File: config.mk
export PLATFORM = sky130hd
export DESIGN_NAME = rf_write_arbiter
export DESIGN_NICKNAME = d
export VERILOG_FILES = /design/src/rtl/rf_write_arbiter.sv
export SDC_FILE = /design/constraint.sdc
export NUM_CORES = 1
export LEC_CHECK = 0
export CAP_MARGIN = 30
export CELL_PAD_IN_SITES_DETAIL_PLACEMENT = 0
export CELL_PAD_IN_SITES_GLOBAL_PLACEMENT = 2
export CORE_UTILIZATION = 28
export DETAILED_ROUTE_END_ITERATION = 10
export PLACE_DENSITY_LB_ADDON = 0.1
export SLEW_MARGIN = 10
export SYNTH_ARGS = -nofsm -noshare
export SYNTH_HDL_FRONTEND = slang
export SYNTH_SLANG_ARGS = --single-unit
export TNS_END_PERCENT = 20
File: constraint.sdc
create_clock -name CLK -period 3.5 [get_ports CLK]
set_input_delay 0.35 -clock CLK [delete_from_list [all_inputs] [get_ports CLK]]
set_output_delay 0.35 -clock CLK [all_outputs]
set_load 0.03 [all_outputs]
File: src/rtl/rf_write_arbiter.sv
// rf_write_arbiter: round-robin register-file write-port arbiter with one-cycle registered write.
// Optional RF_ARB_PROTECT_EN blocks writes to constant registers 6/7 and flags a sticky err_o.
module rf_write_arbiter #(
  parameter int addr_width_p = 4,
  parameter int num_req_p = 3
) (
  input  logic                              CLK,
  input  logic                              RST_N,
  input  logic [num_req_p-1:0]              req_i,
  input  logic [num_req_p*addr_width_p-1:0] addr_i,
  input  logic [num_req_p*8-1:0]            data_i,
  input  logic [num_req_p-1:0]              oen_i,
  input  logic [num_req_p-1:0]              ovf_i,
  input  logic                              stall_i,
  output logic [num_req_p-1:0]              gnt_o,
  output logic                              wen_o,
  output logic [addr_width_p-1:0]           rd_addr_o,
  output logic [7:0]                        write_data_o,
  output logic                              oen_o,
  output logic                              overflow_o,
  output logic                              err_o
);
  localparam int rw = num_req_p > 1 ? $clog2(num_req_p) : 1;
  logic [rw-1:0] rr_q, sel;
  logic any, g_oen, g_ovf, wr_ok;
  logic [addr_width_p-1:0] g_addr;
  logic [7:0] g_data;
  int j;
  // first requester at or above rr_q (wrapping) wins; reset and stall suppress grants
  always_comb begin
    gnt_o = '0;
    sel = '0;
    any = 1'b0;
    g_addr = '0;
    g_data = '0;
    g_oen = 1'b0;
    g_ovf = 1'b0;
    j = 0;
    for (int i = 0; i < num_req_p; i++) begin
      j = (int'(rr_q) + i) % num_req_p;
      if (!any && req_i[j] && !stall_i && RST_N) begin
        any = 1'b1;
        sel = rw'(j);
        gnt_o[j] = 1'b1;
        g_addr = addr_i[j*addr_width_p +: addr_width_p];
        g_data = data_i[j*8 +: 8];
        g_oen = oen_i[j];
        g_ovf = ovf_i[j];
      end
    end
  end
  always_ff @(posedge CLK or negedge RST_N)
    if (!RST_N) begin
      rr_q <= '0;
      wen_o <= 1'b0;
      oen_o <= 1'b0;
      overflow_o <= 1'b0;
      rd_addr_o <= '0;
      write_data_o <= '0;
    end else begin
      wen_o <= any && wr_ok;
      oen_o <= any && g_oen;
      if (any) begin
        rr_q <= (sel == rw'(num_req_p - 1)) ? '0 : sel + 1'b1;
        rd_addr_o <= g_addr;
        write_data_o <= g_data;
        overflow_o <= g_ovf;
      end
    end
`ifdef RF_ARB_PROTECT_EN
  logic prot;
  assign prot = (g_addr == addr_width_p'(6)) || (g_addr == addr_width_p'(7));
  assign wr_ok = !prot;
  always_ff @(posedge CLK or negedge RST_N)
    if (!RST_N) err_o <= 1'b0;
    else if (any && prot) err_o <= 1'b1;
`else
  assign wr_ok = 1'b1;
  assign err_o = 1'b0;
`endif
endmodule

==> results summary <==
The sum of internal, switching and leakage power is 0.00287 W. The die span in y came out at 89.9 um. The clock net in this run drives a total of 17 sinks. The number of buffers between clock root and the deepest sink is 2. The fraction of the cycle the final worst path needs came out at 0.877. The diode insertion count for antenna repair came out at 0.

Summed over all layers, the global routing overflow is 0. The area added between synthesis and finish came out at 38.3%. The worst clock skew came out at 0.00439 ns. The via density per instance came out at 5.24. The headroom to the max-slew limit is 0.528. The number of register bits inferred by synthesis is 17. The async set or reset register ratio after synthesis came out at 1.00. The detail-routed net length per standard cell is 17.1 um. For the worst setup path, the data required time is 3.15 ns. The number of pins with negative max-slew slack in the final report is 0. The layout filler cell count came out at 775. The terminus of the critical flop-to-flop path is write_data_o[5]. The setup slack of the critical path after layout came out at 0.431 ns.

The clock period minus final worst setup slack came out at 3.07 ns. The synthesized instance count is 285. The summed negative setup slack over all endpoints came out at 0 ns.

The count of unique library cells instantiated by Yosys came out at 41. The number of nets in the final layout came out at 404. The cell area that synthesis handed to floorplanning was 2160 um2.

TritonCTS built the clock tree. The static power due to leakage is 1.16 nW. The initial antenna violation count came out at 0. The run finished with clean final reports. The via count of the first global-routing pass came out at 2,305.

The estimated wirelength of the detail-placed design is 5.44 mm. The total area inside the core boundary comes to 7370 um2. The length of the first detailed-routing pass in iterations came out at 4. The routability congestion estimate from global placement is 0.792. The maximum net fanout on the critical path is 20. The later pin in the worst-skew pair is clocked with a latency of 0.27 ns. The leading cell type in the layout, fill and taps excluded is clkdlybuf4s50_1.

The root buffer cell chosen for the clock tree is clkbuf_8. The first global-routing pass estimated 12.4 mm of wire. The worst setup slack before clock tree synthesis is 0.430 ns. The synthesized design contains 0 enable-type register cells. The number of nets in the synthesized netlist is 341. In this run the number of H-tree levels came out at 1. The total number of vias is 2,337. The kind of end point of the critical path is an output pin. The critical path launch point type is a flop.

The width of the die is 89.9 um. The path class of the tightest hold or removal check is in -> async. In this run the critical register-to-register path is launched from rr_q[1]. Of the cells placed in the final design, the portion with a size suffix greater than 1 is 0.0951. The number of rows in the core area is 31. The count of routing violations after the opening detailed-route iteration came out at 104. The number of I/O pins is 67. Max-cap violations in this run came to 0. The number of clock buffers inserted by TritonCTS is 3. The critical path in this run is classified as reg -> out. The area enclosed by the die boundary came out at 8080 um2.

The power density normalized to cell area is 960 nW/um2. Once detail routing completed, the nets flagged for antenna violations numbered 0. In the layout the commonest cells are clkdlybuf4s50_1 (62), mux2i_1 (44), o21ai_0 (41). The fmax came out at 326 MHz. The hold violation total from the final report came to 0. For the pin with the worst max-slew slack, the measured transition is 0.705 ns. Clock-pin slew was measured on the worst setup and hold paths at 0.08 ns. The average cell area after synthesis is 7.59 um2. The slack of the worst reg-to-reg path came out at 0.78 ns. In the global route stage, overall resource usage came out at 0.193. The quantity of I/O buffers inserted on ports came out at 65. The number of cells on the worst reg-to-reg path is 7.

For the worst setup path, the data arrival time is 2.72 ns. The maximum resistive drop on vdd came out at 0.530 mV. The number of setup violations in the final report is 0.

Setup repair after global routing left no endpoint under its margin. In the synthesized netlist the dominant register cell turns out to be dfrtp_1. The number of warning messages in the yosys log is 0. For this run, design rule violations remaining after detail routing come to 0. The initial utilization of the core area, before any placement, comes to 0.293.

Of the synthesized area, sequential elements account for 0.197. The routed wire length came out at 7.64 mm. Entering global routing, the biggest net connects 23 pins.
==> where the power goes <==
group | switching [W] | leakage (nW) | total (W) | internal, W
sequential | 0.0000664 | 0.206 | 0.000366 | 0.000299
combinational | 0.00140 | 0.936 | 0.00233 | 0.000937
clock | 0.0000881 | 0.0228 | 0.000169 | 0.0000814
==> flip-flops by register name, indices dropped and copies added (netlist names) <==
register	count
oen_o	1
overflow_o	1
rd_addr_o	4
rr_q	2
wen_o	1
write_data_o	8
==> critical path: stages, from the launching register on <==
cell and delay (ns):
dfrtp_1 0.45, inv_1 0.14, ha_1 0.26, buf_4 0.23
a211oi_1 0.52, nor2_1 0.13, buf_4 0.25, a221oi_1 0.22
a21oi_1 0.07, buf_4 0.18
==> routing by layer <==
layer	vias up	share of wire	global-route usage
li1	1164	-	-
met1	1104	0.49	0.260
met2	63	0.46	0.319
met3	6	0.040	0.0279
met4	0	0.011	0.0538
met5	-	0	0
==> final cells by class <==
| cell class | count | area, um2 | share of cell area |
|---|---|---|---|
| well taps | 99 | 124 | 0.0414 |
| inverters | 5 | 18.8 | 0.00628 |
| clock buffers | 4 | 45.0 | 0.0151 |
| multi-input cells | 238 | 1590 | 0.533 |
| flip-flops and latches | 17 | 425 | 0.142 |
| repair buffers | 83 | 783 | 0.262 |
==> metrics by stage <==
stage	utilization	cell area [um2]	std cells	hold slack [ns]
floorplan	-	2160	285	0.0544
global placement	0.399	2940	442	0.537
detailed placement	0.399	2940	442	0.542
CTS	0.405	2990	446	0.538
global route	0.406	2990	446	0.566
finish	0.406	2990	446	0.513
==> cell families after synthesis <==
kind of cell    count (synthesis)  synth area share
flops                          17             0.197
buf+inv                        30            0.0689
fa+ha+maj                       8            0.0463
compound gates                 96             0.295
simple gates                   87             0.175
other cells                     1           0.00173
mux                            46             0.216
==> synthesized netlist by cell type (3+ instances only) <==
cell | instances | area share
a32oi_1 | 8 | 0.032
buf_2 | 11 | 0.025
o2bb2ai_1 | 3 | 0.012
mux2i_1 | 44 | 0.20
a31oi_1 | 12 | 0.035
a21boi_0 | 5 | 0.017
clkbuf_1 | 9 | 0.016
nor2b_1 | 4 | 0.012
nand3_1 | 17 | 0.039
inv_1 | 5 | 0.0087
nor2_1 | 20 | 0.035
nand2_1 | 40 | 0.069
o21ai_0 | 41 | 0.095
a21oi_1 | 8 | 0.019
ha_1 | 8 | 0.046
dfrtp_1 | 17 | 0.20
==> worst max-delay path by stage <==
stage / startpoint / depth (start not counted) / slack, ns / to
2_1_floorplan: rr_q[0] / 8 / 0.67 / gnt_o[2]
3_3_place_gp: rr_q[1] / 8 / 0.49 / gnt_o[2]
3_5_place_dp: rr_q[1] / 8 / 0.43 / gnt_o[2]
4_1_cts: rr_q[1] / 8 / 0.11 / gnt_o[2]
5_1_grt: rr_q[1] / 9 / 0.19 / gnt_o[0]
6_report: rr_q[1] / 9 / 0.43 / gnt_o[0]
==> what timing repair did <==
item / in CTS / in global routing
buffers inserted: 0 / 0
hold buffers: 0 / 0
resized for setup: 0 / 1
setup endpoints to repair: 0 / 1
Power figures use the tool's default switching activity.
